$ cat src/rtl/pipe_fwd_pkg.sv
// Shared select codes, shadow-stage record and helpers for the forwarding/hazard controller.
package pipe_fwd_pkg;

   localparam int REG_AW = 5;

   localparam logic [1:0] SEL_DE = 2'b00;
   localparam logic [1:0] SEL_MW = 2'b01;
   localparam logic [1:0] SEL_EM = 2'b10;

   typedef struct packed {
      logic              valid;
      logic [REG_AW-1:0] rd;
      logic              regwrite;
      logic              memread;
   } shadow_t;

   // The youngest producer (E) outranks the older one (M).
   function automatic logic [1:0] pick_sel(input logic hit_e, input logic hit_m);
      if (hit_e)      return SEL_EM;
      else if (hit_m) return SEL_MW;
      else            return SEL_DE;
   endfunction

endpackage

$ cat src/rtl/fwd_match.sv
// Match predicate: one source register against one shadow stage; x0 never matches.
module fwd_match #(
   parameter int REG_AW = 5
) (
   input  logic              valid,
   input  logic              regwrite,
   input  logic [REG_AW-1:0] rd,
   input  logic [REG_AW-1:0] src,
   output logic              hit
);

   assign hit = valid & regwrite & (rd != '0) & (rd == src);

endmodule

$ cat src/rtl/fwd_hazard_ctrl.sv
// Forwarding selects and load-use stall/bubble for the 5-stage pipeline.
// Optional performance counters are built when FWD_PERF_CNT_EN is defined.
module fwd_hazard_ctrl
   import pipe_fwd_pkg::*;
#(
   parameter int REG_AW = pipe_fwd_pkg::REG_AW
`ifdef FWD_PERF_CNT_EN
   ,
   parameter int CNT_W  = 32
`endif
) (
   input  logic              clk,
   input  logic              reset,
   input  logic              valid_d,
   input  logic [REG_AW-1:0] rs1_d,
   input  logic [REG_AW-1:0] rs2_d,
   input  logic [REG_AW-1:0] rd_d,
   input  logic              regwrite_d,
   input  logic              memread_d,
   input  logic              flush_e,
   output logic [1:0]        s1,
   output logic [1:0]        s2,
   output logic              stall_fd,
   output logic              bubble_e
`ifdef FWD_PERF_CNT_EN
   ,
   output logic [CNT_W-1:0]  stall_cnt,
   output logic [CNT_W-1:0]  fwd_cnt
`endif
);

   shadow_t           sh_e;
   // M keeps only what its match needs: memread matters only in E, and
   // W producers reach the consumer through the write-first register file.
   logic              m_valid;
   logic              m_regwrite;
   logic [REG_AW-1:0] m_rd;

   logic hit_e1, hit_e2, hit_m1, hit_m2;
   logic load_use, kill;
   logic [1:0] s1_n, s2_n;

   fwd_match #(.REG_AW(REG_AW)) u_e1 (
      .valid(sh_e.valid), .regwrite(sh_e.regwrite), .rd(sh_e.rd), .src(rs1_d), .hit(hit_e1));
   fwd_match #(.REG_AW(REG_AW)) u_e2 (
      .valid(sh_e.valid), .regwrite(sh_e.regwrite), .rd(sh_e.rd), .src(rs2_d), .hit(hit_e2));
   fwd_match #(.REG_AW(REG_AW)) u_m1 (
      .valid(m_valid), .regwrite(m_regwrite), .rd(m_rd), .src(rs1_d), .hit(hit_m1));
   fwd_match #(.REG_AW(REG_AW)) u_m2 (
      .valid(m_valid), .regwrite(m_regwrite), .rd(m_rd), .src(rs2_d), .hit(hit_m2));

   assign load_use = valid_d & sh_e.valid & sh_e.memread & (hit_e1 | hit_e2);
   // A taken branch kills the consumer anyway, so it overrides the stall.
   assign stall_fd = load_use & ~flush_e;
   assign bubble_e = stall_fd;

   assign kill = flush_e | bubble_e | ~valid_d;
   assign s1_n = kill ? SEL_DE : pick_sel(hit_e1, hit_m1);
   assign s2_n = kill ? SEL_DE : pick_sel(hit_e2, hit_m2);

   always_ff @(posedge clk) begin
      if (reset) begin
         sh_e       <= '0;
         m_valid    <= 1'b0;
         m_regwrite <= 1'b0;
         m_rd       <= '0;
         s1         <= SEL_DE;
         s2         <= SEL_DE;
      end else begin
         if (kill) sh_e <= '0;
         else      sh_e <= '{valid: 1'b1, rd: rd_d, regwrite: regwrite_d, memread: memread_d};
         m_valid    <= sh_e.valid;
         m_regwrite <= sh_e.regwrite;
         m_rd       <= sh_e.rd;
         s1         <= s1_n;
         s2         <= s2_n;
      end
   end

`ifdef FWD_PERF_CNT_EN
   always_ff @(posedge clk) begin
      if (reset) begin
         stall_cnt <= '0;
         fwd_cnt   <= '0;
      end else begin
         if (stall_fd && stall_cnt != '1)
            stall_cnt <= stall_cnt + 1'b1;
         if (((s1_n != SEL_DE) || (s2_n != SEL_DE)) && fwd_cnt != '1)
            fwd_cnt <= fwd_cnt + 1'b1;
      end
   end
`endif

endmodule

$ cat config.mk
export PLATFORM = sky130hd
export DESIGN_NAME = fwd_hazard_ctrl
export DESIGN_NICKNAME = d
export VERILOG_FILES = /design/src/rtl/pipe_fwd_pkg.sv /design/src/rtl/fwd_match.sv /design/src/rtl/fwd_hazard_ctrl.sv
export SDC_FILE = /design/constraint.sdc
export NUM_CORES = 1
export LEC_CHECK = 0
export ABC_CLOCK_PERIOD_IN_PS = 2100
export CORE_MARGIN = 2
export CORE_UTILIZATION = 45
export DETAILED_ROUTE_END_ITERATION = 7
export PLACE_DENSITY = 0.77
export SETUP_SLACK_MARGIN = 0.15
export SLEW_MARGIN = 15
export SYNTH_ARGS = -nofsm -noshare
export SYNTH_HDL_FRONTEND = slang
export SYNTH_HIERARCHICAL = 1
export SYNTH_SLANG_ARGS = --single-unit
$ cat constraint.sdc
create_clock -name clk -period 2.1 [get_ports clk]
set_input_delay 0.525 -clock clk [delete_from_list [all_inputs] [get_ports clk]]
set_output_delay 0.525 -clock clk [all_outputs]
set_load 0.02 [all_outputs]
==> results of run 1 <==
-- synth_stat cells, types with 2 or more instances --
library cell	n
nand3_1	4
o2111ai_1	4
nor4_1	4
nor4b_1	2
and2b_2	7
inv_1	4
nor3b_2	13
o21ai_0	4
dfxtp_1	19
xnor2_1	16
-- critical path, stage by stage (launching register included) --
cell     delay [ns]
dfxtp_4        0.39
nor4_4         0.28
o21ai_0        0.11
nor3b_2        0.17
o211a_1        0.24
and3b_2        0.22
buf_6          0.14
-- sequential cells by signal (all words and copies together), names as in the netlist --
name	cells
sh_e	8
m_rd	5
s1	2
s2	2
m_regwrite	1
m_valid	1
-- layer usage --
layer | up-vias | part of all wire [%] | track usage (%)
met5 | - | 0 | 0
met4 | 0 | 2.3 | 9.72
met3 | 6 | 3.6 | 3.94
met2 | 25 | 53 | 39.8
met1 | 385 | 41 | 22.4
li1 | 390 | - | -
-- kinds of logic after synthesis --
kind of cell	Yosys count	synth area share [%]
buffers and inverters	7	4.15
flip-flops	19	40.7
AND/OR/NAND/NOR	33	33.2
XOR/XNOR	16	15.0
AO/OA/AOI/OAI	9	6.96
-- stage by stage --
| step | hold WS (ns) | instances | setup slack (ns) |
|---|---|---|---|
| floorplan | 0.472 | 84 | 0.0226 |
| global placement | 0.526 | 145 | -0.964 |
| detailed placement | 0.523 | 145 | -1.01 |
| CTS | 0.585 | 154 | -0.201 |
| global route | 0.594 | 157 | -0.336 |
| finish | 0.581 | 157 | -0.278 |
-- final timing paths --
| kind | endpoint | slack [ns] | cells past startpoint |
|---|---|---|---|
| worst min register to register | m_regwrite | 0.58 | 1 |
| worst min-delay path | m_regwrite | 0.58 | 1 |
| worst max-delay path | stall_fd | -0.28 | 6 |
| worst max register to register | s2[0] | 0.24 | 7 |
-- report_power, final --
group          leakage, nW  internal (mW)  switching (mW)
Combinational        0.402         0.0776          0.0415
Sequential           0.157          0.364          0.0104
Clock               0.0177         0.0710           0.113
Total                0.577          0.513           0.165
-- cells in the final DEF (no fill, tap or decap), drive strengths merged, types with 5 or more instances in the layout --
cell type / n
dfxtp: 19
clkdlybuf4s50: 14
dlygate4sd2: 5
buf: 21
and2b: 7
clkdlybuf4s15: 5
xnor2: 16
nor3b: 13
-- final cells by class --
| cell class | count | area [um2] | area share, % |
|---|---|---|---|
| multi-input cells | 58 | 616 | 41.3 |
| repair buffers | 45 | 407 | 27.3 |
| flip-flops and latches | 19 | 393 | 26.3 |
| well taps | 27 | 33.8 | 2.27 |
| clock buffers | 3 | 22.5 | 1.51 |
| inverters | 4 | 15.0 | 1.01 |
| clock inverters | 1 | 5.00 | 0.336 |
-- repair_timing --
| item | in CTS | in global routing |
|---|---|---|
| pin swaps | 11 | 3 |
| buffers inserted | 5 | 3 |
| gates resized for setup | 44 | 4 |
| endpoints found under the setup margin | 2 | 2 |
| hold buffers | 0 | 0 |
==> out/summary.txt, run 1 <==
outcome: complete, but fails checks
failing checks: setup timing
largest net degree at the start of global routing: 13
WS Path Type: reg -> out
first-pass GRT wire length: 3.91 mm
vias in the first global route: 895
share of cells above drive strength 1: 50.8%
Rel. slew slack: 75.8%
synthesized area: 935 um2
worst slew pin tran: 0.360 ns
final RePlAce weighted congestion: 0.758
clk sinks: 19
initial antenna violation count: 0
HP Start: sh_e[1]
skew final: 0.00654 ns
max-slew violation count: 0
Post-synth EDFFs: 0
TritonCTS Buffers: 3
flops & latches, synth: 19
Final ANT Viol Nets: 0
clock insertion delay at the later pin of the skew report: 0.30 ns
CP startpoint: sh_e[4]
min Tclk post-route: 2.38 ns
leakage dissipation: 0.577 nW
vias per cell: 5.13
via count: 806
Synthesized Nets: 105
total congestion overflow: 0
core footprint: 0.00196 mm2
peak fanout along the critical path: 5
Mean Syn Cell Area: 11.1 um2
Overall Global Routing Usage: 21.2%
Fmax: 421 MHz
register area share after synthesis: 40.7%
fin util: 76.0%
Max Cap Viol: 0
worst r2r src: sh_e[4]
CTS tree: done
Root Buffer: clkbuf_4
cell area after layout: 0.00149 mm2
Synth top area share: 40.7%
htree depth: 1
DRC: 0
Max clock buf depth: 2
pwr dens: 455 mW/mm2
Die Height: 49.6 um
Critical Path AT: 1.85 ns
Hold Crit Class: reg -> reg
Total Power: 0.678 mW
Cell Rows: 16
final hold violations: 0
crit end category: output port
final setup TNS: -0.554 ns
DIE AREA: 0.00246 mm2
width of the die: 49.6 um
largest cells by area after synthesis: dfxtp_1 41%, nor3b_2 17%, xnor2_1 15%
DR WL/cell: 15.6 um
Setup-failing EPs final: 2
number of top-level pins: 27
DP HPWL: 1.59 mm
DR iter-0 viols: 9
RSZ-0062 raised after global routing: true
Mapped Cells: 84
Pre-antenna DRT Iters: 4
maximum VDD drop: 0.356 mV
area grow syn2layout: 59.6%
ys async rst share: 0%
Req. time, crit path: 1.57 ns
Main synth FF type: dfxtp_1
Placement Cell Area: 0.00133 mm2
Startpoint Class: flip-flop
yosys warns: 6
fin nets: 152
fill cell count: 137
post-synthesis cell type count: 17
Starting Density: 47.6%
port bufs: 26
ANT cells: 0
clk slew on worst S/H paths: 0.11 ns
WL final: 2.46 mm
setup slack after layout: -0.278 ns
fin crit share: 113%
Yosys top cell by area: dfxtp_1
(Power assumes the default switching activity.)
==> run 2, diff against run 1 <==
Settings changed: CTS_CLUSTER_SIZE set to 30.
==> results of run 2 <==
The final DEF is identical to that of run 1; final timing and power are the same.
==> run 3, diff against run 2 <==
Settings changed: CELL_PAD_IN_SITES_DETAIL_PLACEMENT set to 0, CELL_PAD_IN_SITES_GLOBAL_PLACEMENT set to 1, CORE_UTILIZATION 45 to 35, PLACE_DENSITY 0.77 to 0.78, SKIP_LAST_GASP set to 1.
==> run 3 against run 2 <==
The flow still finishes with violations (setup timing); sequential share of layout area increased by 1.1 points; cell count decreased by 1.3%; count of clock-buffer cells in the layout increased by 1; first-iteration DRC count increased by 11%; die area increased by 26%; setup slack improved by 0.082 ns; critical path type is now in -> out; largest cell class unchanged; largest power group unchanged.
==> out/summary.txt, run 3 (same netlist as run 1, synthesis figures left out) <==
outcome: complete, but fails checks
failing checks: setup timing
CTS tree: done
Rel. slew slack: 80.4%
peak fanout along the critical path: 2
final RePlAce weighted congestion: 0.722
Total Power: 0.667 mW
Setup-failing EPs final: 2
Req. time, crit path: 1.57 ns
first-pass GRT wire length: 3.64 mm
DP HPWL: 1.57 mm
ANT cells: 0
Startpoint Class: primary input
RSZ-0062 raised after global routing: true
Pre-antenna DRT Iters: 4
most frequent cells in the layout: 15 x dfxtp_1, 14 x clkdlybuf4s50_1, 13 x buf_4, 12 x nor3b_2, 11 x xnor2_1
Final ANT Viol Nets: 0
port bufs: 26
initial antenna violation count: 0
Fmax: 436 MHz
met1 usage: 17.9%
setup slack after layout: -0.196 ns
htree depth: 1
Top Registers: sh_e x8, m_rd x5
skew final: 0.00127 ns
Cell Rows: 18
Root Buffer: clkbuf_4
vias per cell: 4.85
Max clock buf depth: 2
largest net degree at the start of global routing: 13
commonest non-fill, non-tap cell in the layout: dfxtp_1
placed insts: 148
via count: 752
Overall Global Routing Usage: 14.8%
WL final: 2.10 mm
DRC: 0
leakage dissipation: 0.545 nW
TritonCTS Buffers: 3
GR Util met2: 25.7%
worst slew pin tran: 0.291 ns
max-slew violation count: 0
number of top-level pins: 27
met3 GRT Util: 3.26%
final hold violations: 0
worst hold slack: 0.557 ns
Hold Crit Class: reg -> reg
min Tclk post-route: 2.30 ns
Post-CTS Hold Fix Bufs: 0
cell area after layout: 0.00143 mm2
Finished Layout Cells: 155
WS Path Type: in -> out
Placement Cell Area: 0.00133 mm2
total congestion overflow: 0
DIE AREA: 0.00310 mm2
Most flops, register: sh_e
pwr dens: 468 mW/mm2
area grow syn2layout: 52.5%
clk sinks: 19
clk slew on worst S/H paths: 0.10 ns
crit end category: output port
GR peak layer: met2
share of cells above drive strength 1: 47.2%
Starting Density: 37.4%
core footprint: 0.00250 mm2
Max Cap Viol: 0
fin crit share: 109%
fin nets: 147
Critical Path AT: 1.77 ns
DR iter-0 viols: 10
clock insertion delay at the later pin of the skew report: 0.29 ns
max FFs per register: 8
Placement Setup Slack: -1.01 ns
width of the die: 55.7 um
DR WL/cell: 13.6 um
Die Height: 55.7 um
maximum VDD drop: 0.360 mV
vias in the first global route: 820
-- run 3: cell count changes in the layout (fill, tap and decap cells not counted), sizes merged --
cell | previous run | this run
buf | 21 | 17
clkbuf | 3 | 6
clkdlybuf4s15 | 5 | 4
clkinv | 1 | 0
dlygate4sd2 | 5 | 3
-- run 3: worst max-delay path: stages --
cell and delay [ns]:
clkdlybuf4s15_1 0.21, xnor2_1 0.15, nand3_1 0.14, nor3b_2 0.23, o211a_1 0.19, and3b_2 0.21
buf_6 0.12
-- run 3: layout make-up --
type	count	area [um2]
repair buffers	40	354
well taps	30	37.5
clock buffers	4	26.3
inverters	4	15.0
fillers	224	1070
multi-input cells	58	602
flip-flops and latches	19	390
-- run 3: timing repair --
action | 4_1_cts | 5_1_grt
gates resized for setup | 45 | 4
pin swaps | 15 | 4
endpoints found under the setup margin | 2 | 2
buffers inserted | 3 | 0
hold endpoints to repair | 0 | 0
-- run 3: final timing paths --
| check | slack [ns] | cells after the start | startpoint | end |
|---|---|---|---|---|
| setup / recovery | -0.20 | 7 | rs2_d[1] | bubble_e |
| hold / removal | 0.56 | 1 | sh_e[6] | m_rd[4] |
| hold reg to reg | 0.56 | 1 | sh_e[6] | m_rd[4] |
| setup reg to reg | 0.40 | 6 | sh_e[3] | s1[0] |
-- run 3: metrics by stage --
stage               utilization, %  TNS, ns
global route                  57.0   -0.624
floorplan                        -        0
global placement              53.2    -2.89
CTS                           56.7   -0.392
detailed placement            53.2    -3.11
finish                        57.0   -0.391
-- run 3: where the power goes --
part           switching (mW)  internal (mW)  leakage (nW)
Combinational          0.0389         0.0734         0.373
Clock                   0.107         0.0738        0.0150
Sequential            0.00899          0.365         0.157
Total                   0.155          0.513         0.545
-- run 3: metal layers --
| metal | vias up | share of wire [%] |
|---|---|---|
| li1 | 376 | - |
| met1 | 359 | 45 |
| met2 | 15 | 50 |
| met3 | 2 | 4.3 |
| met4 | 0 | 0.48 |
| met5 | - | 0 |
==> variant 1: new RTL, flow settings as in run 1 <==
`REG_AW` is set to 5 in 2 places; all go to 3.
--- a/src/rtl/pipe_fwd_pkg.sv
+++ b/src/rtl/pipe_fwd_pkg.sv
@@ -3,3 +3,3 @@
 
-   localparam int REG_AW = 5;
+   localparam int REG_AW = 3;
 
--- a/src/rtl/fwd_match.sv
+++ b/src/rtl/fwd_match.sv
@@ -2,3 +2,3 @@
 module fwd_match #(
-   parameter int REG_AW = 5
+   parameter int REG_AW = 3
 ) (
Ports: changed (resized rd_d, rs1_d and rs2_d); port bits go from 27 to 21. No check against the original RTL was run, so the function may have changed too.
==> variant 1 against run 1 <==
Design area down 31%; combinational power down 43%; critical endpoint unchanged; the flow still finishes with violations (negative setup slack); global-route usage down 2.6 points; area after synthesis down 25%; worst setup slack better by 0.15 ns; register-to-register slack better by 0.39 ns; utilization down 7.4 points; largest power group unchanged; count of clock-buffer cells in the layout up 1; sequential cell count down 4; sequential share of layout area up 3.4 points; final cell count down 31%; wire length down 41%; power down 23%; via count down 30%.
==> variant 1: results (changes against run 1) <==
hold_path:
  hold_end: "m_rd[2]"
  hold_start: "sh_e[4]"
clocking:
  clkLatencyLatePin_ns: 0.28  # -0.02 ns
  path_clk_slew_ns: 0.08  # -0.03 ns
logic_synthesis:
  synthDistinctLibCells: 16  # -1
  syn_nets: 75  # -29%
  synthTopCellsByArea: "dfxtp_1 (43%), nor3b_1 (7.5%), a211oi_2 (7.1%), nor4b_4 (6.8%), and2b_2 (6.2%)"
  yosysSeqAreaShare: 0.428  # +0.0208
global_route:
  globalRouteTotalUtil: 0.185  # -0.0263
  grt_pass1_vias: 596  # -33%
  grt_max_degree: 11  # -2
  grt_pass1_wl_um: 2460  # -37%
  antenna_found_initial: 0  # unchanged
setup_path:
  slowest_stage: "a211oi_2"
  r2r_cells: 6  # -1
  arrival_ns: 1.70  # -0.15 ns
  path_max_fanout: 3  # -2
  crit_family: "compound AO/OA/AOI/OAI gates"
  reg2reg_to: "s1[0]"
  cpPeakStageDelay_ns: 0.23  # -0.16 ns
  r2r_slack_ns: 0.63  # +0.39 ns
outcome:
  outcome: "complete, but fails checks"
  violations: "negative setup slack"
routing:
  vias: 568  # -30%
  drtIter0Drc: 2  # -7
  dr.pass1.iters: 3  # -1
  wire_per_inst_um: 13.4  # -14%
sta:
  fin_hold_ws_ns: 0.527  # -0.0540 ns
  setup_tns_ns: -0.250  # +0.303 ns
  finalClockSkew_ns: 0.00177  # -0.00478 ns
  maxSlewHeadroom: 0.703  # -0.0547
  finalSetupViolCount: 2  # unchanged
  setup_slack_ns: -0.125  # +0.153 ns
  period_minus_slack_ns: 2.23  # -0.153 ns
finish:
  top_regs: "sh_e x6, m_rd x3"
  layout-drive-gt1-share: 0.435  # -0.0729
  diodes: 0  # unchanged
power_and_ir_drop:
  ir_drop_mv: 0.280  # -22%
  p_leak_nw: 0.405  # -30%
placement:
  place_area_um2: 980  # -26%
  dp_hpwl_um: 1100  # -31%
==> variant 1: final cells by class <==
class	count	area, um2
inverter	4	15.0
tap	16	20.0
sequential	15	304
timing repair buffer	31	264
fill	111	467
clock buffer	4	26.3
multi-input combinational	38	393
==> variant 1: routing by layer <==
layer,GRT usage,vias up,share of wire
li1,-,280,-
met1,0.181,260,0.39
met2,0.322,21,0.51
met3,0.0458,7,0.048
met4,0.158,0,0.048
met5,0,-,0
==> variant 1: metrics by stage <==
stage               worst slack [ns]  instances   util
floorplan                     -0.249         60      -
global placement              -0.959        102  0.658
detailed placement             -1.01        102  0.658
CTS                           -0.199        108  0.687
global route                  -0.177        108  0.687
finish                        -0.125        108  0.687
==> variant 1: cell families (layout without fill, tap and decap cells) <==
kind of cell              after synthesis  in the layout  share of synthesized area
AOI/OAI and AO/OA                      13             13                      0.178
xor gates and xnor gates                8              8                     0.0998
buffers and inverters                   7             39                     0.0588
DFF                                    15             15                      0.428
and+or+nand+nor                        17             17                      0.235
==> variant 1: report_power, final <==
part	internal (W)	leakage (nW)	switching, W
Sequential	0.000288	0.122	0.00000489
Combinational	0.0000420	0.268	0.0000261
Clock	0.0000739	0.0150	0.0000888
==> variant 1: what timing repair did <==
item                                    in CTS  in global routing
setup buffers                                2                  0
pin swaps                                    5                  6
endpoints found under the setup margin       2                  2
gates resized for setup                     26                 14
==> variant 1: worst register-to-register path, stage by stage, from the launching register on <==
cell,delay [ns]
dfxtp_1,0.36
inv_1,0.08
o2111ai_2,0.21
a211oi_2,0.07
o211a_1,0.24
buf_4,0.18
nor4b_4,0.24
==> variant 2: new RTL, config.mk and constraints of run 1 <==
Made on the original files. Add a define of `FWD_PERF_CNT_EN`.
--- a/src/rtl/fwd_hazard_ctrl.sv
+++ b/src/rtl/fwd_hazard_ctrl.sv
@@ -2,2 +2,4 @@
 // Optional performance counters are built when FWD_PERF_CNT_EN is defined.
+`define FWD_PERF_CNT_EN
+
 module fwd_hazard_ctrl
Formal check against the unedited RTL (old outputs only; new: fwd_cnt and stall_cnt): equivalent (equiv_simple and equiv_induct, registers matched by name and starting in step).
==> variant 2 against run 1 <==
The flow still finishes with violations (negative setup slack); global-route usage grew 5.1 points; via count grew to 5.9 times the old value; wire length grew to 5.8 times the old value; worst setup slack lost 0.31 ns; combinational power grew 33%; area after synthesis grew to 4.5 times the old value; worst hold slack lost 0.061 ns; first-iteration DRC count grew to 37 times the old value; sequential power grew to 4.2 times the old value; design area grew to 4.6 times the old value; sequential share of layout area shrank 2.0 points; power grew to 4.3 times the old value; register-to-register slack lost 0.82 ns; sequential cell count grew 64; largest cell class unchanged; highest routed layer unchanged.
==> variant 2: results (changes against run 1) <==
setup_path:
  arrival_ns: 2.98  # +1.13 ns
  slowest_stage: "or4_4"
global_route:
  grt_max_degree: 44  # +31
  grt_use_met1: 0.313  # +0.0889
  globalRouteTotalUtil: 0.263  # +0.0511
  grt_use_met2: 0.471  # +0.0730
power_and_ir_drop:
  p_sw_frac: 0.248  # +0.00401
  p_leak_nw: 2.91  # +400%
finish:
  final-clk-cell-share: 0.0288  # +0.0104
  multi_input_cells: 376  # +550%
  layout-drive-gt1-share: 0.359  # -0.149
logic_synthesis:
  yosysSeqAreaShare: 0.395  # -0.0123
  synthTopCellsByArea: "dfxtp_1 (39%), xnor2_1 (5.8%), a21oi_1 (3.9%), nand3_1 (3.8%), or3_1 (3.4%)"
  ys_ff_latch: 83  # +64
  synth-compound-area-share: 0.143  # +0.0730
  muxShareOfSynthArea: 0.0259  # +0.0259
  syn_area_per_cell_um2: 8.56  # -23%
outcome:
  violations: "negative setup slack"
  outcome: "complete, but fails checks"
placement:
  portBuffers: 90  # +250%
hold_path:
  hold_start: "sh_e[6]"
  hold_end: "m_rd[4]"
clocking:
  cts_post_setup_buffers_inserted: 16  # +11
  cts_buffers: 9  # +6
  cts-root-buf: "clkbuf_8"
  cts_max_level: 3  # +2
  cts-resized-gates: 109  # +150%
sta:
  finalSetupViolCount: 77  # +75
  setup_slack_ns: -0.585  # -0.307 ns
  finalClockSkew_ns: 0.0138  # +0.00722 ns
  setup_tns_ns: -25.24  # -24.69 ns
routing:
  wl_um: 14300  # +480%
  wl_met3_um: 820  # +830%
variant 2: changes by cell type after synthesis, moves of 12 or more:
cell | before | now
dfxtp_1 | 19 | 83
nor2_1 | 1 | 37
a21oi_1 | 0 | 33
clkbuf_1 | 0 | 15
or3_1 | 0 | 23
nand4_1 | 0 | 21
or4_1 | 0 | 13
xnor2_1 | 16 | 28
nand2_1 | 0 | 21
nor2b_1 | 0 | 17
o21ai_0 | 4 | 26
nand3_1 | 4 | 32
variant 2: per-stage QoR:
stage               hold slack, ns  instance area [um2]
floorplan                    0.460                 4330
CTS                          0.508                 6290
detailed placement           0.496                 5870
global placement             0.485                 5870
finish                       0.520                 6910
global route                 0.530                 6910
variant 2: power by group through the flow:
stage / Sequential, W / Clock [W] / Combinational [W]
global route: 0.00159 / 0.00126 / 0.000168
detailed placement: 0.00162 / 0 / 0.000138
floorplan: 0.00162 / 0 / 0.0000615
finish: 0.00159 / 0.00120 / 0.000158
global placement: 0.00162 / 0 / 0.000135
CTS: 0.00158 / 0.00120 / 0.000141
